--- config.mk ---
export PLATFORM = sky130hd
export DESIGN_NAME = bram_rd_arbiter
export DESIGN_NICKNAME = d
export VERILOG_FILES = /design/src/rtl/bram_rd_arbiter.sv
export SDC_FILE = /design/constraint.sdc
export NUM_CORES = 1
export LEC_CHECK = 0
export ABC_AREA = 1
export BUFFER_PORTS_ARGS = -buffer_cell sky130_fd_sc_hd__buf_2
export CAP_MARGIN = 15
export CORE_ASPECT_RATIO = 1.2
export CORE_MARGIN = 5
export CORE_UTILIZATION = 25
export DETAILED_ROUTE_END_ITERATION = 12
export PLACE_DENSITY_LB_ADDON = 0.3
export RECOVER_POWER = 25
export SLEW_MARGIN = 40
export SYNTH_ARGS = -nofsm -noshare
export SYNTH_HDL_FRONTEND = slang
export SYNTH_SLANG_ARGS = --single-unit
export TNS_END_PERCENT = 5
--- constraint.sdc ---
create_clock -name clk -period 1.4 [get_ports clk]
set_input_delay 0.14 -clock clk [delete_from_list [all_inputs] [get_ports clk]]
set_output_delay 0.14 -clock clk [all_outputs]
set_load 0.03 [all_outputs]
--- src/rtl/bram_rd_arbiter.sv ---
// Round-robin read arbiter for the shared BRAM read port.
// Two requesters each present a level request with an address. The arbiter
// issues one read at a time on m_enb/m_raddr, waits for the wrapper's
// m_valid pulse, and returns the registered data to the requester that won.
// Ports:
//   clk, rst            clock; asynchronous active-low reset
//   req0/1, addr0/1     client read requests and their addresses
//   gnt0/1              pulse in the cycle the read is issued to the BRAM
//   rvalid0/1, rdata    one-cycle completion pulse and shared read data
//   bram_we             wrapper write enable (issue is deferred while high)
//   m_enb, m_raddr      wrapper read enable and registered read address
//   m_valid, m_dout     wrapper read completion and data
//   busy, err           transaction in progress; sticky read-timeout flag
module bram_rd_arbiter #(
    parameter int unsigned ADDR_WIDTH = 16,
    parameter int unsigned DATA_WIDTH = 32,
    parameter int unsigned TIMEOUT    = 15
) (
    input  logic                  clk,
    input  logic                  rst,
    input  logic                  req0,
    input  logic                  req1,
    input  logic [ADDR_WIDTH-1:0] addr0,
    input  logic [ADDR_WIDTH-1:0] addr1,
    output logic                  gnt0,
    output logic                  gnt1,
    output logic                  rvalid0,
    output logic                  rvalid1,
    output logic [DATA_WIDTH-1:0] rdata,
    input  logic                  bram_we,
    output logic                  m_enb,
    output logic [ADDR_WIDTH-1:0] m_raddr,
    input  logic                  m_valid,
    input  logic [DATA_WIDTH-1:0] m_dout,
    output logic                  busy,
    output logic                  err
);

    localparam int unsigned TCNT_W = $clog2(TIMEOUT + 1);

    typedef enum logic [1:0] {
        IDLE  = 2'd0,
        ISSUE = 2'd1,
        WAIT  = 2'd2,
        DONE  = 2'd3
    } state_t;

    state_t              state;
    state_t              state_nxt;
    logic                sel;
    logic                prio;
    logic                win_c;
    logic [TCNT_W-1:0]   tcnt;
    logic                tmo_c;

    // On a tie the prio bit picks the winner; a lone requester always wins.
    assign win_c = (req0 && req1) ? prio : req1;
    assign tmo_c = (tcnt == TCNT_W'(TIMEOUT));

    // State register
    always_ff @(posedge clk or negedge rst) begin
        if (!rst) begin
            state <= IDLE;
        end else begin
            state <= state_nxt;
        end
    end

    // Next state and state-decoded strobes
    always_comb begin
        state_nxt = state;
        m_enb     = 1'b0;
        gnt0      = 1'b0;
        gnt1      = 1'b0;
        rvalid0   = 1'b0;
        rvalid1   = 1'b0;
        busy      = (state != IDLE);
        case (state)
            IDLE: begin
                if (req0 || req1) begin
                    state_nxt = ISSUE;
                end
            end
            ISSUE: begin
                // A write in progress holds the read back without granting.
                m_enb = !bram_we;
                gnt0  = !bram_we && !sel;
                gnt1  = !bram_we && sel;
                if (!bram_we) begin
                    state_nxt = WAIT;
                end
            end
            WAIT: begin
                if (m_valid) begin
                    state_nxt = DONE;
                end else if (tmo_c) begin
                    state_nxt = IDLE;
                end
            end
            DONE: begin
                rvalid0   = !sel;
                rvalid1   = sel;
                state_nxt = IDLE;
            end
            default: begin
                state_nxt = IDLE;
            end
        endcase
    end

    // Address/winner latch, timeout counter, data capture, priority and error
    always_ff @(posedge clk or negedge rst) begin
        if (!rst) begin
            sel     <= 1'b0;
            prio    <= 1'b0;
            m_raddr <= '0;
            tcnt    <= '0;
            rdata   <= '0;
            err     <= 1'b0;
        end else begin
            case (state)
                IDLE: begin
                    if (req0 || req1) begin
                        sel     <= win_c;
                        m_raddr <= win_c ? addr1 : addr0;
                    end
                end
                ISSUE: begin
                    // First WAIT cycle counts as 1.
                    if (!bram_we) begin
                        tcnt <= TCNT_W'(1);
                    end
                end
                WAIT: begin
                    if (m_valid) begin
                        rdata <= m_dout;
                    end else if (tmo_c) begin
                        err  <= 1'b1;
                        prio <= ~sel;
                    end else begin
                        tcnt <= tcnt + TCNT_W'(1);
                    end
                end
                DONE: begin
                    prio <= ~sel;
                end
                default: begin
                end
            endcase
        end
    end

endmodule

### Word level (Yosys, flattened, before mapping)

Cells that the tools add are included.

| storage, ports and cells | value |
|---|---|
| register bits after elaboration | 57 |
| output and inout port bits | 55 |
| logic and storage cells | 55 |
| input bits | 70 |

| operators by class | value |
|---|---|
| bitwise operators | 2 |
| muxes and demuxes | 19 |
| eq/ne operators | 10 |
| add/sub/neg operators | 1 |
| reduce and logical (&&, ||, !) cells | 16 |

Operators with widths:

| kind | count |
|---|---|
| 2-to-1 mux 16 bit | 1 |
| 2-to-1 mux 4 bit | 3 |
| != test 2 bit, second input constant | 5 |
| AND reduction 3 bit | 3 |
| 2-to-1 mux 1 bit | 8 |
| 2-to-1 mux 2 bit | 4 |
| case mux 2 bit (4 select lines) | 1 |
| case mux 4 bit (2 select lines) | 1 |
| nonzero test 2 bit | 3 |
| adder 4 x 1 -> 4 bit, second input constant | 1 |
| == test 2 bit, second input constant | 2 |
| == test 4 bit, second input constant | 1 |
| AND reduction 2 bit | 2 |
| AND reduction 4 bit | 1 |
| logical AND 1 bit | 3 |
| != test 3 bit, second input constant | 1 |
| == test 2 x 1 -> 1 bit, second input constant | 1 |
| zero test 1 bit | 2 |
| zero test 2 bit | 1 |
| NOT 1 bit | 2 |
| case mux 1 bit (2 select lines) | 1 |
| logical OR 1 bit | 1 |

### Depth between registers and ports, before layout

| logic depth | value |
|---|---|
| depth in word-level cells | 4 |
| depth in mapped cells | 7 |
| gate-level depth less buffers | 7 |

### Worst setup path before layout

No wires, ideal clock.

| timing | value |
|---|---|
| kind | reg-to-output |
| start point | reg state[1] |
| end point | out gnt0 |
| arrival | 1.319 ns |
| path buffers | 0 |
| path slack | -0.059 ns |
| cell stages (with the launch flop) | 4 |
| path through | dfrtp_1 inv_2 nand2_1 nor3_1 |

| on the way | value |
|---|---|
| word-level cells in the longest chain between the ends | 2 |

RTL lines:

| element | RTL line | RTL |
|---|---|---|
| from (decl) | 48 | `state_t state;` |
| from (signal assigned) | 65 | `state <= state_nxt;` |
| == test 2 x 1 -> 1 bit | 78 | `case (state)` |
| 2-to-1 mux 1 bit | 78 |  |
| to (decl) | 25 | `output logic gnt0,` |

No other way between the ends.

### Worst setup path in the final report

Same ends and word-level chain as after synthesis.

==> reports/qor.csv <==
stage,metric,value,unit
finish,drive_gt1_share,34.6,%
route,via_count,2523,
placement,port_buffers,124,
critical_path,crit_fanout,5,
floorplanning,die_x,104,µm
cts,cts_buffers,9,
grt,grt_overflow_total,0,
grt,grt_pass1_vias,2531,
timing,report.final.slew_viol_count,0,
timing,post-route-min-period,1.35,ns
cts,cts.sinks,57,
yosys,synth_xor_area_share,0.333,%
run_status,status,finished clean,
critical_path,rr_worst_depth,6,
finish,areaGrowthSynthToFinish,47.4,%
timing,fmax,0.743,GHz
finish,mostFrequentLayoutCells,"184 x nand2_1, 120 x buf_2, 55 x dfrtp_1",
route,ant_nets,0,
critical_path,cp_slowest_cell,dfrtp_2,
critical_path,slowest_delay,0.43,ns
yosys,netlist_area,0.00263,mm²
floorplanning,placementRows,41,
timing,rsz0062_at_grt,true,
floorplanning,core,0.0104,mm²
grt,gr-usage-all-layers,11.5,%
pwr,cellPowerDensity,2450,mW/mm²
yosys,ys_top_cells_by_area,"dfrtp_1 54%, nand2_1 26%, inv_1 5.8%, nand3_1 4.2%, buf_2 0.95%",
yosys,synth_seq_cells,57,
route,wl_per_cell,11.7,µm
yosys,synth_top_family_by_area,simple AND/OR/NAND/NOR gates,
finish,n_antenna_cell,0,
route,drt_first_pass_iters,4,
cts,tritoncts,done,
job,drv_cap,0,
route,wl,7240,µm
finish,fin_nets,558,
grt,grt_max_degree,58,
placement,dpl.hpwl,5430,µm
grt,grt_pass1_wl,11800,µm
floorplanning,die_y,122,µm
critical_path,path_buf_inv,2,
timing,max_slew_margin,47.2,%
placement,gp_congestion,0.791,
yosys,netlist.area_leader.share,54.2,%
yosys,synth-simple-area-share,33.7,%
hold_path,hp-class,input port to flip-flop,
critical_path,worstPathRequired,1.26,ns
cts,insertion_delay,0.32,ns
placement,placed_area,0.00346,mm²
critical_path,end_kind,output pin,
timing,finalHoldViolCount,0,
critical_path,path_depth,4,
yosys,synth_area_per_cell,7.66,µm²
route,vias_per_cell,4.06,
cts,clock_path_buffers,2,
critical_path,critical_path_class,flip-flop to output pin,
yosys,synthMuxAreaShare,0,%
timing,fin_skew,0.00385,ns
route,drc_errors,0,
cts,root_buffer,clkbuf_16,
timing,worst_slew_pin_slew,0.791,ns
yosys,synth_warnings,0,
timing,period_share,96.1,%
route,dr.first_iter.drc_count,108,
hold_path,hold_path_depth,3,
yosys,synth_nets,415,
floorplanning,ios,125,
yosys,yosysUniqueCellTypes,23,
yosys,yosys.area_share.adder,0.475,%
floorplanning,start_util,25.3,%
grt,antenna_found_initial,0,
yosys,synth_area_leader_cell,dfrtp_1,
cts,htreeDepth,3,
pwr,ir_drop,810,µV
pwr,power.total,0.00950,W
critical_path,cp_top_family,flip-flops,
critical_path,path_cells,"inv_4, nand2_4, nor3_2, buf_4",
yosys,netlist_instances,344,
finish,final_common_cell,nand2_1,
yosys,synth-compound-area-share,2.00,%
floorplanning,dieArea,0.0127,mm²
timing,finalSetupViolCount,0,
pwr,p_leak,2.32,nW
cts,clk_pin_slew_worst_paths,0.05,ns
critical_path,start_kind,flip-flop,
critical_path,worstPathArrival,1.21,ns
yosys,seq_area_frac_synth,54.2,%
finish,design_area,0.00388,mm²
==> cell type report <==
| class | count | area [µm²] |
|---|---|---|
| clock buffers | 15 | 298 |
| well taps | 129 | 161 |
| inverters | 46 | 178 |
| multi-input cells | 231 | 985 |
| flip-flops and latches | 57 | 1430 |
| fillers | 1115 | 6530 |
| clock inverters | 1 | 30.0 |
| repair buffers | 142 | 802 |
==> stage by stage <==
step / cells / setup WS, ns / setup TNS (ns) / util, % / hold WS [ns]
after CTS: 620 / 0.000574 / 0 / 37.2 / 0.00117
final: 621 / 0.0547 / 0 / 37.3 / 0.0144
after global placement: 597 / 0.136 / 0 / 33.2 / 0.168
after global routing: 621 / -0.0182 / -0.0323 / 37.3 / 0.00756
after floorplan: 344 / -0.0594 / -0.119 / - / -0.156
after detailed placement: 597 / 0.110 / 0 / 33.2 / 0.170
==> per-layer routing <==
metal,track usage (%),vias up,share of wire [%]
met5,0,-,0
met4,5.99,0,1.9
met3,3.42,10,6.5
met2,19.9,80,50
met1,12.6,1115,42
li1,-,1318,-
==> synth_stat cells, drive strengths merged <==
| cell | number |
|---|---|
| nor2 | 7 |
| nor3 | 4 |
| o31ai | 1 |
| buf | 10 |
| o21ai | 2 |
| nand3 | 23 |
| nand3b | 1 |
| nand4 | 1 |
| xor2 | 1 |
| ha | 1 |
| nand2 | 186 |
| a21oi | 4 |
| inv | 46 |
| dfrtp | 57 |
==> worst min-delay path: cells and delay by family <==
family	cells	cell delay [ns]
AND/OR/NAND/NOR	2	0.08
buffers and inverters	1	0.07
==> cells by family (layout without fill, tap and decap cells) <==
family,after synthesis,count (layout)
simple gates,222,222
flops,57,57
buf+inv,56,204
compound gates,7,7
fa+ha+maj,1,1
xor+xnor,1,1
==> registers in the layout, summed over array words and instances, names as in the netlist <==
| register | cells |
|---|---|
| m_raddr | 16 |
| rdata | 32 |
| err | 1 |
| sel | 1 |
| prio | 1 |
| state | 2 |
| tcnt | 4 |
==> where the power goes <==
part | switching (W) | internal [W] | total (W)
Combinational | 0.00295 | 0.00136 | 0.00431
Sequential | 0.000446 | 0.00241 | 0.00286
Clock | 0.000708 | 0.00162 | 0.00233
Total | 0.00411 | 0.00539 | 0.00950
==> what timing repair did <==
item                                    CTS  global route
resized for setup                         8             6
gates cloned                              0             0
pin swaps                                 0             0
buffers inserted                          4             1
endpoints found under the setup margin    5            18
hold buffers                              3             0
endpoints found under the hold margin    59             0
==> worst paths after layout <==
| path | startpoint | to | slack, ns |
|---|---|---|---|
| max in group asynchronous | rst | state[0] | 0.28 |
| worst max-delay path | state[1] | gnt0 | 0.05 |
| worst min-delay path | m_dout[28] | rdata[28] | 0.01 |
| worst min register to register | err | err | 0.46 |
| min in group asynchronous | rst | m_raddr[10] | 0.57 |
| worst max register to register | state[1] | state[1] | 0.11 |
(Power assumes the default switching activity.)
